==> config.mk <==
export PLATFORM = sky130hd
export DESIGN_NAME = pc_ctrl
export DESIGN_NICKNAME = d
export VERILOG_FILES = /design/src/rtl/riscv_pkg.sv /design/src/rtl/next_pc_calc.sv /design/src/rtl/pc_ctrl.sv
export SDC_FILE = /design/constraint.sdc
export NUM_CORES = 1
export LEC_CHECK = 0
export ABC_AREA = 0
export ABC_CLOCK_PERIOD_IN_PS = 8820
export BUFFER_PORTS_ARGS = -buffer_cell sky130_fd_sc_hd__buf_2
export CAP_MARGIN = 20
export CORE_MARGIN = 1.5
export CORE_UTILIZATION = 30
export DETAILED_ROUTE_END_ITERATION = 8
export GPL_TIMING_DRIVEN = 1
export PLACE_DENSITY_LB_ADDON = 0.05
export SETUP_SLACK_MARGIN = 0.15
export SYNTH_ARGS = -nofsm -noshare
export SYNTH_HDL_FRONTEND = slang
export SYNTH_SLANG_ARGS = --single-unit
==> constraint.sdc <==
create_clock -name clk -period 8.82 [get_ports clk]
set_clock_uncertainty 0.15 [all_clocks]
set_input_delay 1.323 -clock clk [delete_from_list [all_inputs] [get_ports clk]]
set_output_delay 1.323 -clock clk [all_outputs]
set_load 0.03 [all_outputs]
==> src/rtl/riscv_pkg.sv <==
// riscv_pkg
// Definitions shared across the core's fetch and execute stages:
//   XLEN             - datapath width
//   RESET_PC_DEFAULT - fetch PC after reset unless a top overrides it
//   pc_state_t       - states of the fetch PC controller
//   cmp_op_t         - branch comparator operations (BRANCH funct3 encodings)
package riscv_pkg;

    localparam int XLEN = 32;

    localparam logic [XLEN-1:0] RESET_PC_DEFAULT = 32'h0000_0000;

    typedef enum logic [1:0] {
        IDLE  = 2'd0,   // no request outstanding
        REQ   = 2'd1,   // request on the bus at pc
        DRAIN = 2'd2,   // redirect seen while a request was unacked
        TRAP  = 2'd3    // misaligned redirect taken; only reset leaves
    } pc_state_t;

    typedef enum logic [2:0] {
        CMP_EQ  = 3'b000,
        CMP_NE  = 3'b001,
        CMP_LT  = 3'b100,
        CMP_GE  = 3'b101,
        CMP_LTU = 3'b110,
        CMP_GEU = 3'b111
    } cmp_op_t;

endpackage

==> src/rtl/next_pc_calc.sv <==
// next_pc_calc
// Combinational redirect decision and target computation for the EX stage.
// Ports:
//   b, br_en, jal_en, jalr_en - comparator result and control-flow decode flags
//   ex_pc, imm, rs1_d         - EX PC, sign-extended immediate, JALR base
//   redir                     - a control-flow change is required this cycle
//   target                    - redirect address (jalr > jal > br)
//   tgt_misaligned            - redir is set and target is not word aligned
module next_pc_calc #(
    parameter int XLEN = 32
) (
    input  logic            b,
    input  logic            br_en,
    input  logic            jal_en,
    input  logic            jalr_en,
    input  logic [XLEN-1:0] ex_pc,
    input  logic [XLEN-1:0] imm,
    input  logic [XLEN-1:0] rs1_d,
    output logic            redir,
    output logic [XLEN-1:0] target,
    output logic            tgt_misaligned
);

    logic [XLEN-1:0] pc_rel_sum;
    logic [XLEN-1:0] reg_rel_sum;

    // Both sums wrap silently modulo 2^XLEN.
    assign pc_rel_sum  = ex_pc + imm;
    assign reg_rel_sum = rs1_d + imm;

    // NOTE: every output of a combinational block is assigned on every path
    // (here unconditionally); a missing assignment infers a latch.
    always_comb begin
        redir = jalr_en | jal_en | (br_en & b);
        // JAL and a taken branch share the PC-relative adder, so only JALR
        // needs to be singled out for priority.
        if (jalr_en) begin
            target = {reg_rel_sum[XLEN-1:1], 1'b0};
        end else begin
            target = pc_rel_sum;
        end
        tgt_misaligned = redir & (target[1:0] != 2'b00);
    end

endmodule

==> src/rtl/pc_ctrl.sv <==
// pc_ctrl
// Fetch-side program-counter controller. Owns the fetch PC, runs the
// instruction-memory request/ack handshake and squashes IF/ID on redirects.
// Ports:
//   clk, rst                    - clock; synchronous active-high reset
//   b, br_en, jal_en, jalr_en   - comparator result and EX decode flags
//   ex_pc, imm, rs1_d           - EX operands for the target adders
//   stall                       - hold the front end (no new request issued)
//   imem_req, imem_addr         - fetch request and address (addr == pc)
//   imem_ack                    - memory accepted the request / returned data
//   pc                          - current fetch PC
//   if_valid                    - this cycle's acked fetch is live
//   link                        - ex_pc + 4 for JAL/JALR rd write-back
//   flush                       - squash IF/ID this cycle
//   misalign                    - sticky misaligned-target flag
module pc_ctrl #(
    parameter int              XLEN     = riscv_pkg::XLEN,
    parameter logic [XLEN-1:0] RESET_PC = riscv_pkg::RESET_PC_DEFAULT
) (
    input  logic            clk,
    input  logic            rst,
    input  logic            b,
    input  logic            br_en,
    input  logic            jal_en,
    input  logic            jalr_en,
    input  logic [XLEN-1:0] ex_pc,
    input  logic [XLEN-1:0] imm,
    input  logic [XLEN-1:0] rs1_d,
    input  logic            stall,
    output logic            imem_req,
    output logic [XLEN-1:0] imem_addr,
    input  logic            imem_ack,
    output logic [XLEN-1:0] pc,
    output logic            if_valid,
    output logic [XLEN-1:0] link,
    output logic            flush,
    output logic            misalign
);

    import riscv_pkg::*;

    pc_state_t       state_q, state_d;
    logic [XLEN-1:0] pc_q, pc_d;
    logic [XLEN-1:0] tgt_q, tgt_d;
    logic            misalign_q, misalign_d;

    logic            redir;
    logic [XLEN-1:0] target;
    logic            tgt_misaligned;

    next_pc_calc #(
        .XLEN (XLEN)
    ) u_next_pc_calc (
        .b              (b),
        .br_en          (br_en),
        .jal_en         (jal_en),
        .jalr_en        (jalr_en),
        .ex_pc          (ex_pc),
        .imm            (imm),
        .rs1_d          (rs1_d),
        .redir          (redir),
        .target         (target),
        .tgt_misaligned (tgt_misaligned)
    );

    // NOTE: sequential state uses non-blocking assignments so every register
    // samples the pre-edge values regardless of statement order.
    always_ff @(posedge clk) begin
        if (rst) begin
            state_q    <= IDLE;
            pc_q       <= RESET_PC;
            tgt_q      <= '0;
            misalign_q <= 1'b0;
        end else begin
            state_q    <= state_d;
            pc_q       <= pc_d;
            tgt_q      <= tgt_d;
            misalign_q <= misalign_d;
        end
    end

    always_comb begin
        state_d    = state_q;
        pc_d       = pc_q;
        tgt_d      = tgt_q;
        misalign_d = misalign_q;
        if_valid   = 1'b0;
        flush      = redir & (state_q != TRAP);

        // The flag is raised as soon as the bad target is seen; an
        // outstanding request still completes through DRAIN first.
        if (redir && tgt_misaligned && state_q != TRAP) begin
            misalign_d = 1'b1;
        end

        case (state_q)
            IDLE: begin
                if (redir) begin
                    pc_d = target;
                end
                if (redir && tgt_misaligned) begin
                    state_d = TRAP;
                end else if (!stall) begin
                    state_d = REQ;
                end
            end

            REQ: begin
                if (imem_ack) begin
                    if (redir) begin
                        pc_d = target;
                    end else begin
                        if_valid = 1'b1;
                        pc_d     = pc_q + XLEN'(4);
                    end
                    if (redir && tgt_misaligned) begin
                        state_d = TRAP;
                    end else if (stall) begin
                        state_d = IDLE;
                    end else begin
                        state_d = REQ;
                    end
                end else if (redir) begin
                    // Address must hold until the ack, so park the target.
                    tgt_d   = target;
                    state_d = DRAIN;
                end
            end

            DRAIN: begin
                if (redir) begin
                    tgt_d = target;
                end
                if (imem_ack) begin
                    // A redirect arriving with the ack is the latest one.
                    pc_d = redir ? target : tgt_q;
                    if (misalign_d) begin
                        state_d = TRAP;
                    end else if (stall) begin
                        state_d = IDLE;
                    end else begin
                        state_d = REQ;
                    end
                end
            end

            TRAP: begin
                state_d = TRAP;
            end

            default: begin
                state_d = IDLE;
            end
        endcase
    end

    assign imem_req  = (state_q == REQ) || (state_q == DRAIN);
    assign imem_addr = pc_q;
    assign pc        = pc_q;
    assign misalign  = misalign_q;
    assign link      = ex_pc + XLEN'(4);

endmodule

==> metrics.txt, run 1 <==
Yosys top cell by area dfxtp_1; Sink Count 67; port buffer count 203; # IOs 204; initial core utilization 0.306; Lkg Pwr 0.00421 uW; Post-Syn Area 8260 sq um; vias in the first global route 8,179; DRC 0; Vias 8,591; Synth Flop Type dfxtp_1; power share of the sequential group 0.226; Adder-Cell Fraction of Synth Area 0.108; Cell Rows 60; post-synthesis sequential area ratio 0.162; number of enable flip-flop cells after synthesis 0; WS Path Type input pin to output pin; Synth top area share 0.162; fin crit period 4.62 ns; maximum VDD drop 0.125 mV; Synth-to-Final Area Change 16.8%; Post-CTS Setup Bufs 0; Iteration-0 DRC Markers 488; HP Class flop to flop; Sw Pwr 1290 uW; critical path arrival 3.15 ns; Via density 5.29; HPWL Detailed 21,900 microns; CTS buffer count 9; synthesized flop and latch total 67; Sw Ratio 0.521; largest family of logic cells by synthesized area compound AO/OA/AOI/OAI gates; async set-reset flop share out of synthesis 0; Skew-Pair Late Insertion Delay 0.34 ns; Total Neg Setup Slack 0 ns; routed length per instance 17.7 microns; WHS 0.302 ns; Comb power frac 0.621; routed wire length 28,700 microns; CP startpoint kind input pin; Worst-path clk slew 0.05 ns; Core Util, Final 0.358; Final period util 0.524; CP Capture Type output pin; nets 1,450; Core Area 27,000 sq um; Slew headroom 0.453; mux cell area share after synthesis 0.0147; Die Wd 169 microns; Syn Inst Count 1,141; Worst Path Required 7.35 ns; RSZ-0062 raised after global routing no; initial antenna violation count 1; clk buf depth 2; post_cts resized 0; largest net degree at the start of global routing 64; Total GRT Usage 0.201; worst slew pin tran 0.820 ns; Max Cap Viol 0; Final Hold Fails 0; Synth Area in Compound Gates 0.326; PwrDens 257 nW/um^2; Pre-antenna DRT Iters 5; internal power 1190 uW; CP Max Fanout 5; htree depth 3; CTS tree built; status complete, no violations; die area 28,500 sq um; die height 169 microns; GRT overflow 0; CTS Hold Buffers Added 0; final RePlAce weighted congestion 0.880; clock power share 0.153; Final ANT Viol Nets 0; Synth Area in Simple Gates 0.206; Syn. warnings 0; share of cells above drive strength 1 0.216; Syn Area/Cell 7.24 sq um; Slew Limit Fails 0; post-synth cell types 77; Post-Syn Nets 1,315; first-pass GRT wire length 45,800 microns; fmax 216 MHz; top cells by area, synth dfxtp_1, ha_1, xnor2_1; root buf cell clkbuf_16; Setup violations, final 0; xor and xnor fraction of the mapped netlist area 0.111
[stage by stage]
step / instances / setup slack, ns / area [sq um] / total power [uW]
2_1_floorplan: 1141 / 4.31 / 8260 / 1700
3_3_place_gp: 1605 / 4.20 / 9320 / 2110
3_5_place_dp: 1605 / 4.18 / 9320 / 2110
4_1_cts: 1621 / 4.17 / 9640 / 2500
5_1_grt: 1622 / 4.06 / 9640 / 2690
6_report: 1623 / 4.20 / 9650 / 2480
[cells by family after synthesis]
kind of cell	after synthesis
AOI/OAI and AO/OA	405
and+or+nand+nor	363
adders and majority gates	70
DFF	67
muxes	12
buffers and inverters	119
xor gates and xnor gates	105
[cells in the final DEF (no fill, tap or decap), types with 4 or more instances in the layout]
cell type	n
buf_2	203
nand2_1	119
a21oi_1	112
nor2_1	94
o21ai_0	93
xnor2_1	72
ha_1	67
dfxtp_1	67
nand3_1	42
xor2_1	33
a21o_1	28
inv_1	27
a211oi_1	23
nor3_1	22
and3_1	21
a31oi_1	18
nand4_1	17
o211ai_1	13
o21ai_1	13
buf_4	13
mux2i_1	11
o21bai_1	10
nand2b_1	10
clkbuf_16	9
nor2b_1	8
o21a_1	8
a211o_1	7
and4_1	6
o21ai_2	6
a32oi_1	6
a21oi_2	5
a32o_1	5
or3_1	5
and2_1	4
o22ai_1	4
o311ai_1	4
[layer usage]
layer / part of all wire / vias up / wire, microns / global-route usage
li1: - / 4423 / - / -
met1: 0.52 / 3947 / 14800 / 0.301
met2: 0.44 / 211 / 12500 / 0.312
met3: 0.040 / 10 / 1160 / 0.0180
met4: 0.0065 / 0 / 188 / 0.0357
met5: 0 / - / 0 / 0
[worst paths after layout]
check / from / end / slack [ns] / depth (start not counted)
max reg2reg: state_q[1] / imem_addr[30] / 5.41 / 11
max: ex_pc[13] / link[27] / 4.20 / 9
min reg2reg: tgt_q[13] / tgt_q[13] / 0.30 / 2
min: tgt_q[13] / tgt_q[13] / 0.30 / 2
[registers in the layout, summed over array words and instances, names as in the netlist]
register and flops:
state_q 2, misalign 1, tgt_q 32, imem_addr 32
[critical path: stages]
cell	delay [ns]
buf_2	0.13
and3_1	0.21
and3_1	0.23
and4_1	0.27
and4_1	0.24
and3_1	0.28
nand3_1	0.12
xnor2_1	0.14
buf_2	0.22
[cell usage after synthesis (3+ instances only)]
| cell | number |
|---|---|
| nand2_1 | 119 |
| a22oi_1 | 3 |
| a32o_1 | 5 |
| and2_1 | 4 |
| o21a_1 | 8 |
| buf_2 | 8 |
| o21bai_1 | 10 |
| a31oi_1 | 18 |
| o2111ai_1 | 3 |
| dfxtp_1 | 67 |
| mux2i_1 | 11 |
| or3_1 | 5 |
| o21ai_0 | 93 |
| a211oi_1 | 25 |
| a22o_1 | 3 |
| xnor2_1 | 72 |
| inv_1 | 27 |
| xor2_1 | 33 |
| or2_2 | 3 |
| a221oi_1 | 3 |
| o22ai_1 | 4 |
| o21ai_2 | 6 |
| and3_1 | 21 |
| nor3_1 | 22 |
| nor2b_1 | 8 |
| ha_1 | 68 |
| o211ai_1 | 13 |
| nand3_1 | 42 |
| nand4_1 | 17 |
| o311ai_1 | 4 |
| a211o_1 | 7 |
| and4_1 | 6 |
| a21oi_1 | 112 |
| nor2_1 | 94 |
| a21oi_2 | 5 |
| o21ai_1 | 13 |
| nand2b_1 | 10 |
| a21o_1 | 28 |
| a32oi_1 | 6 |
| clkbuf_1 | 49 |
| buf_4 | 35 |
[final cells by class]
class                           count  area (sq um)
Fill cell                        2943         17300
Multi-Input combinational cell    955          6350
Sequential cell                    67          1340
Timing Repair Buffer              216          1110
Tap cell                          341           427
Clock buffer                       12           267
Inverter                           27           101
Clock inverter                      4          47.5
Antenna cell                        1          2.50
[power by group through the flow]
stage          clock [uW]  combinational [uW]  sequential, uW
6_report              378                1540             560
5_1_grt               403                1700             584
4_1_cts               387                1550             563
3_5_place_dp            0                1540             570
3_3_place_gp            0                1540             568
2_1_floorplan           0                1060             637
Note: power is estimated with default switching activity, not from simulation.
==> inputs of run 2 (changes only) <==
--- a/config.mk
+++ b/config.mk
@@ -5,8 +5,8 @@
 export SDC_FILE = /design/constraint.sdc
 export NUM_CORES = 1
 export LEC_CHECK = 0
-export ABC_AREA = 0
-export ABC_CLOCK_PERIOD_IN_PS = 8820
+export ABC_AREA = 1
+export ABC_CLOCK_PERIOD_IN_PS = 4300
 export BUFFER_PORTS_ARGS = -buffer_cell sky130_fd_sc_hd__buf_2
 export CAP_MARGIN = 20
 export CORE_MARGIN = 1.5
==> constraint.sdc (replaced) <==
create_clock -name clk -period 4.3 [get_ports clk]
set_clock_uncertainty 0.15 [all_clocks]
set_input_delay 0.645 -clock clk [delete_from_list [all_inputs] [get_ports clk]]
set_output_delay 0.645 -clock clk [all_outputs]
set_load 0.03 [all_outputs]
==> metrics.txt, run 2 <==
status complete, no violations; nets 2,266; CTS tree built; CTS Hold Buffers Added 0; CP Capture Type output pin; commonest non-fill, non-tap cell in the layout nand2_1; Synth-to-Final Area Change 15.9%; commonest cells in the netlist nand2_1, inv_1, nand3_1, a21oi_1, nor2_1; post-synthesis sequential area ratio 0.130; post_cts resized 0; Worst Path Required 3.50 ns; post-synth cell types 49; Pre-antenna DRT Iters 5; Slew headroom 0.343; critical path arrival 2.72 ns; Syn. warnings 0; Via density 4.70; DRC 0; # IOs 204; die height 189 microns; number of enable flip-flop cells after synthesis 0; CTS buffer count 9; Syn Inst Count 1,943; clk buf depth 2; HPWL Detailed 31,700 microns; fin crit period 3.52 ns; Die Wd 189 microns; Total Neg Setup Slack 0 ns; initial core utilization 0.307; Lkg Pwr 0.00681 uW; Synth Flop Type dfxtp_1; Final ANT Viol Nets 0; fill count 4,022; Synth top area share 0.259; fmax 284 MHz; # diodes 0; port buffer count 203; HP Class flop to flop; largest net degree at the start of global routing 63; GRT overflow 0; root buf cell clkbuf_16; commonest non-fill, non-tap cells in the layout nand2_1, inv_1, buf_2, nand3_1, a21oi_1; Final Power 5530 uW; htree depth 3; routed length per instance 15.4 microns; WS Path Type input pin to output pin; Syn Area/Cell 5.32 sq um; Max Cap Viol 0; maximum VDD drop 0.353 mV; Cell Rows 67; Final period util 0.818; routed wire length 39,100 microns; synthesized flop and latch total 67; async set-reset flop share out of synthesis 0; Core Area 33,700 sq um; Post-Syn Nets 2,117; fin worst setup slack 0.784 ns; most numerous cell in the Yosys netlist nand2_1; Post-Syn Area 10,300 sq um; Slew Limit Fails 0; die area 35,600 sq um; Vias 11,966; top cells by area, synth nand2_1, dfxtp_1, inv_1; CP startpoint kind input pin; Place WS 0.746 ns; RSZ-0062 raised after global routing no; worst slew pin tran 0.985 ns; Iteration-0 DRC Markers 867; PwrDens 462 nW/um^2; initial antenna violation count 0; Worst-path clk slew 0.06 ns; Setup violations, final 0; Yosys top cell by area nand2_1; vias in the first global route 10,904; Post-CTS Setup Bufs 0; Skew-Pair Late Insertion Delay 0.34 ns; final RePlAce weighted congestion 0.897; Sink Count 67; share of cells above drive strength 1 0.133; Total GRT Usage 0.218; first-pass GRT wire length 61,000 microns; Final Hold Fails 0; CP Max Fanout 5
[run 2: cell type report]
type / count / area, sq um / share of cell area
clock buffers: 10 / 239 / 0.0199
clock inverters: 6 / 113 / 0.00940
inverters: 314 / 1180 / 0.0984
multi-input cells: 1481 / 7380 / 0.616
flip-flops and latches: 67 / 1340 / 0.112
well taps: 448 / 561 / 0.0468
repair buffers: 219 / 1170 / 0.0975
[run 2: final timing paths]
check | start | endpoint | slack (ns) | cells after the start
worst max-delay path | ex_pc[2] | link[26] | 0.78 | 12
worst min-delay path | tgt_q[1] | tgt_q[1] | 0.33 | 2
worst max register to register | state_q[1] | imem_addr[20] | 1.28 | 12
worst min register to register | tgt_q[1] | tgt_q[1] | 0.33 | 2
[run 2: routing by layer]
| metal | vias to the layer above | global-route usage | share of wire |
|---|---|---|---|
| li1 | 6394 | - | - |
| met1 | 5258 | 0.309 | 0.50 |
| met2 | 286 | 0.363 | 0.45 |
| met3 | 28 | 0.0194 | 0.042 |
| met4 | 0 | 0.0336 | 0.011 |
| met5 | - | 0 | 0 |
[run 2: where the power goes]
group          switching [uW]  internal (uW)  total, uW
clock network             310            584        894
logic                    2420           1090       3510
registers                 239            889       1130
total                    2970           2560       5530
[run 2: stage by stage]
| stage | utilization | instance area (sq um) | hold slack, ns | std cells |
|---|---|---|---|---|
| floorplan | - | 10300 | 0.291 | 1943 |
| CTS | 0.355 | 12000 | 0.321 | 2544 |
| global placement | 0.344 | 11600 | 0.303 | 2528 |
| detailed placement | 0.344 | 11600 | 0.309 | 2528 |
| global route | 0.356 | 12000 | 0.370 | 2545 |
| finish | 0.356 | 12000 | 0.334 | 2545 |
[run 2: worst max-delay path: stages]
cell and delay, ns:
buf_2 0.12, ha_1 0.19, nand3_1 0.13, nor3b_2 0.39, nand3_2 0.18, nand3b_4 0.22, nor3_4 0.19, nand2_1 0.11
inv_1 0.08, nand3_1 0.08, xnor2_1 0.15, buf_2 0.22
[run 2: logic make-up (layout without fill, tap and decap cells)]
family          Yosys count  after routing  share of synthesized area
xor+xnor                 49             49                     0.0415
flops                    67             67                      0.130
fa+ha+maj                70             70                     0.0862
compound gates          255            255                      0.131
buf+inv                 395            549                      0.156
simple gates           1107           1107                      0.455
==> inputs of run 3 (changes only) <==
--- a/config.mk
+++ b/config.mk
@@ -5,8 +5,8 @@
 export SDC_FILE = /design/constraint.sdc
 export NUM_CORES = 1
 export LEC_CHECK = 0
-export ABC_AREA = 1
-export ABC_CLOCK_PERIOD_IN_PS = 4300
+export ABC_AREA = 0
+export ABC_CLOCK_PERIOD_IN_PS = 3300
 export BUFFER_PORTS_ARGS = -buffer_cell sky130_fd_sc_hd__buf_2
 export CAP_MARGIN = 20
 export CORE_MARGIN = 1.5
==> constraint.sdc (replaced) <==
create_clock -name clk -period 3.3 [get_ports clk]
set_clock_uncertainty 0.15 [all_clocks]
set_input_delay 0.495 -clock clk [delete_from_list [all_inputs] [get_ports clk]]
set_output_delay 0.495 -clock clk [all_outputs]
set_load 0.03 [all_outputs]
==> metrics.txt, run 3 (synthesis gave the netlist of run 1 again) <==
worst path bufs/invs 1; worst slew pin tran 0.629 ns; Comb power frac 0.635; fmax 332 MHz; maximum VDD drop 0.452 mV; die height 169 microns; Slew headroom 0.579; # IOs 204; Final Hold Fails 0; htree depth 3; Place WS -0.162 ns; Lkg Pwr 0.00471 uW; PwrDens 655 nW/um^2; power share of the sequential group 0.217; hold path start tgt_q[7]; routed length per instance 17.4 microns; initial core utilization 0.306; CP delay by family, top compound AO/OA/AOI/OAI gates; vias in the first global route 8,491; RSZ-0062 raised after global routing no; Worst-path clk slew 0.06 ns; Core Area 27,000 sq um; Vias 8,983; port buffer count 203; slowest stage delay, CP 0.41 ns; fin worst setup slack 0.291 ns; internal power 3330 uW; status complete, no violations; Register-to-Register Path Depth 10; routed wire length 30,000 microns; CP startpoint kind input pin; CP max-delay cell fa_1; CP Depth 12; final RePlAce weighted congestion 0.856; Die Wd 169 microns; largest net degree at the start of global routing 59; Iteration-0 DRC Markers 508; Final ANT Viol Nets 0; Worst Path Required 3.39 ns; GRT overflow 0; clk buf depth 2; commonest non-fill, non-tap cells in the layout buf_2, nand2_1, buf_4, a21oi_1, nor2_1; CP Max Fanout 4; Synth-to-Final Area Change 27.0%; commonest non-fill, non-tap cell in the layout buf_2; Total GRT Usage 0.208; CTS Hold Buffers Added 0; CP Capture Type flop; crit path from ex_pc[0]; # diodes 0; critical path arrival 3.10 ns; initial antenna violation count 0; fin crit period 3.01 ns; HPWL Detailed 23,600 microns; Sink Count 67; root buf cell clkbuf_16; Final Power 6870 uW; CTS buffer count 9; Skew-Pair Late Insertion Delay 0.33 ns; Cell Rows 60; Final period util 0.912; Slew Limit Fails 0; Max Cap Viol 0; WS Path Type input pin to flop; Via density 5.22; die area 28,500 sq um; clock power share 0.148; first-pass GRT wire length 47,400 microns; Setup violations, final 0; HP Class flop to flop; reg-to-reg endpoint imem_addr[30]; Pre-antenna DRT Iters 5; Reg2Reg Launch Point state_q[0]; DRC 0; nets 1,550; share of cells above drive strength 1 0.283; CP Capture Point imem_addr[30]; Sw Ratio 0.515; crit-path cells buf_2 > ha_1 > fa_1 > a21oi_2 > o21ai_2 > a22oi_2 > a211oi_1 > or3_4 > a21oi_1 > xor2_2 > a211o_1 > o311ai_1; Sw Pwr 3540 uW; CTS tree built; r2r setup slk 0.36 ns
run 3: cell type report:
type	instances	area (sq um)
Inverter	27	101
Sequential cell	67	1340
Fill cell	2912	16500
Multi-Input combinational cell	955	6410
Tap cell	341	427
Timing Repair Buffer	316	1890
Clock buffer	12	267
Clock inverter	4	47.5
run 3: stage by stage:
| step | cell area [sq um] | std cells | TNS (ns) | utilization | hold WS [ns] |
|---|---|---|---|---|---|
| after detailed placement | 10100 | 1704 | -0.697 | 0.374 | 0.296 |
| final | 10500 | 1722 | 0 | 0.389 | 0.304 |
| after CTS | 10400 | 1720 | 0 | 0.386 | 0.303 |
| after global routing | 10500 | 1722 | 0 | 0.389 | 0.319 |
| after floorplan | 8260 | 1141 | 0 | - | 0.279 |
| after global placement | 10100 | 1703 | -0.667 | 0.374 | 0.288 |
run 3: timing repair:
action	in CTS	in global routing
resized for setup	0	17
setup endpoints to repair	0	17
buffers inserted	0	2
run 3: power groups by stage:
| stage | clock network (uW) | registers (uW) | logic, uW |
|---|---|---|---|
| finish | 1020 | 1490 | 4360 |
| global route | 1070 | 1550 | 4760 |
| CTS | 1030 | 1500 | 4350 |
| detailed placement | 0 | 1510 | 4330 |
| global placement | 0 | 1510 | 4330 |
| floorplan | 0 | 1700 | 2840 |
run 3: worst register-to-register path, stage by stage (launching register included):
cell	delay (ns)
dfxtp_1	0.38
inv_1	0.10
ha_1	0.22
nor2_1	0.25
o22ai_1	0.13
nand2b_1	0.18
nor2_1	0.49
nand2_1	0.32
a31o_2	0.30
a211o_1	0.26
o311ai_1	0.08
run 3: worst min path at each step:
stage / end / slack (ns) / depth (start not counted)
global placement: tgt_q[29] / 0.29 / 2
detailed placement: tgt_q[14] / 0.30 / 2
floorplan: tgt_q[29] / 0.28 / 2
CTS: tgt_q[29] / 0.30 / 2
finish: tgt_q[7] / 0.30 / 2
global route: tgt_q[0] / 0.32 / 2
run 3: metal layers:
metal	part of all wire	wire (microns)	GRT usage
met5	0	0	0
met4	0.0088	264	0.0380
met3	0.040	1220	0.0171
met2	0.43	13000	0.321
met1	0.52	15600	0.316
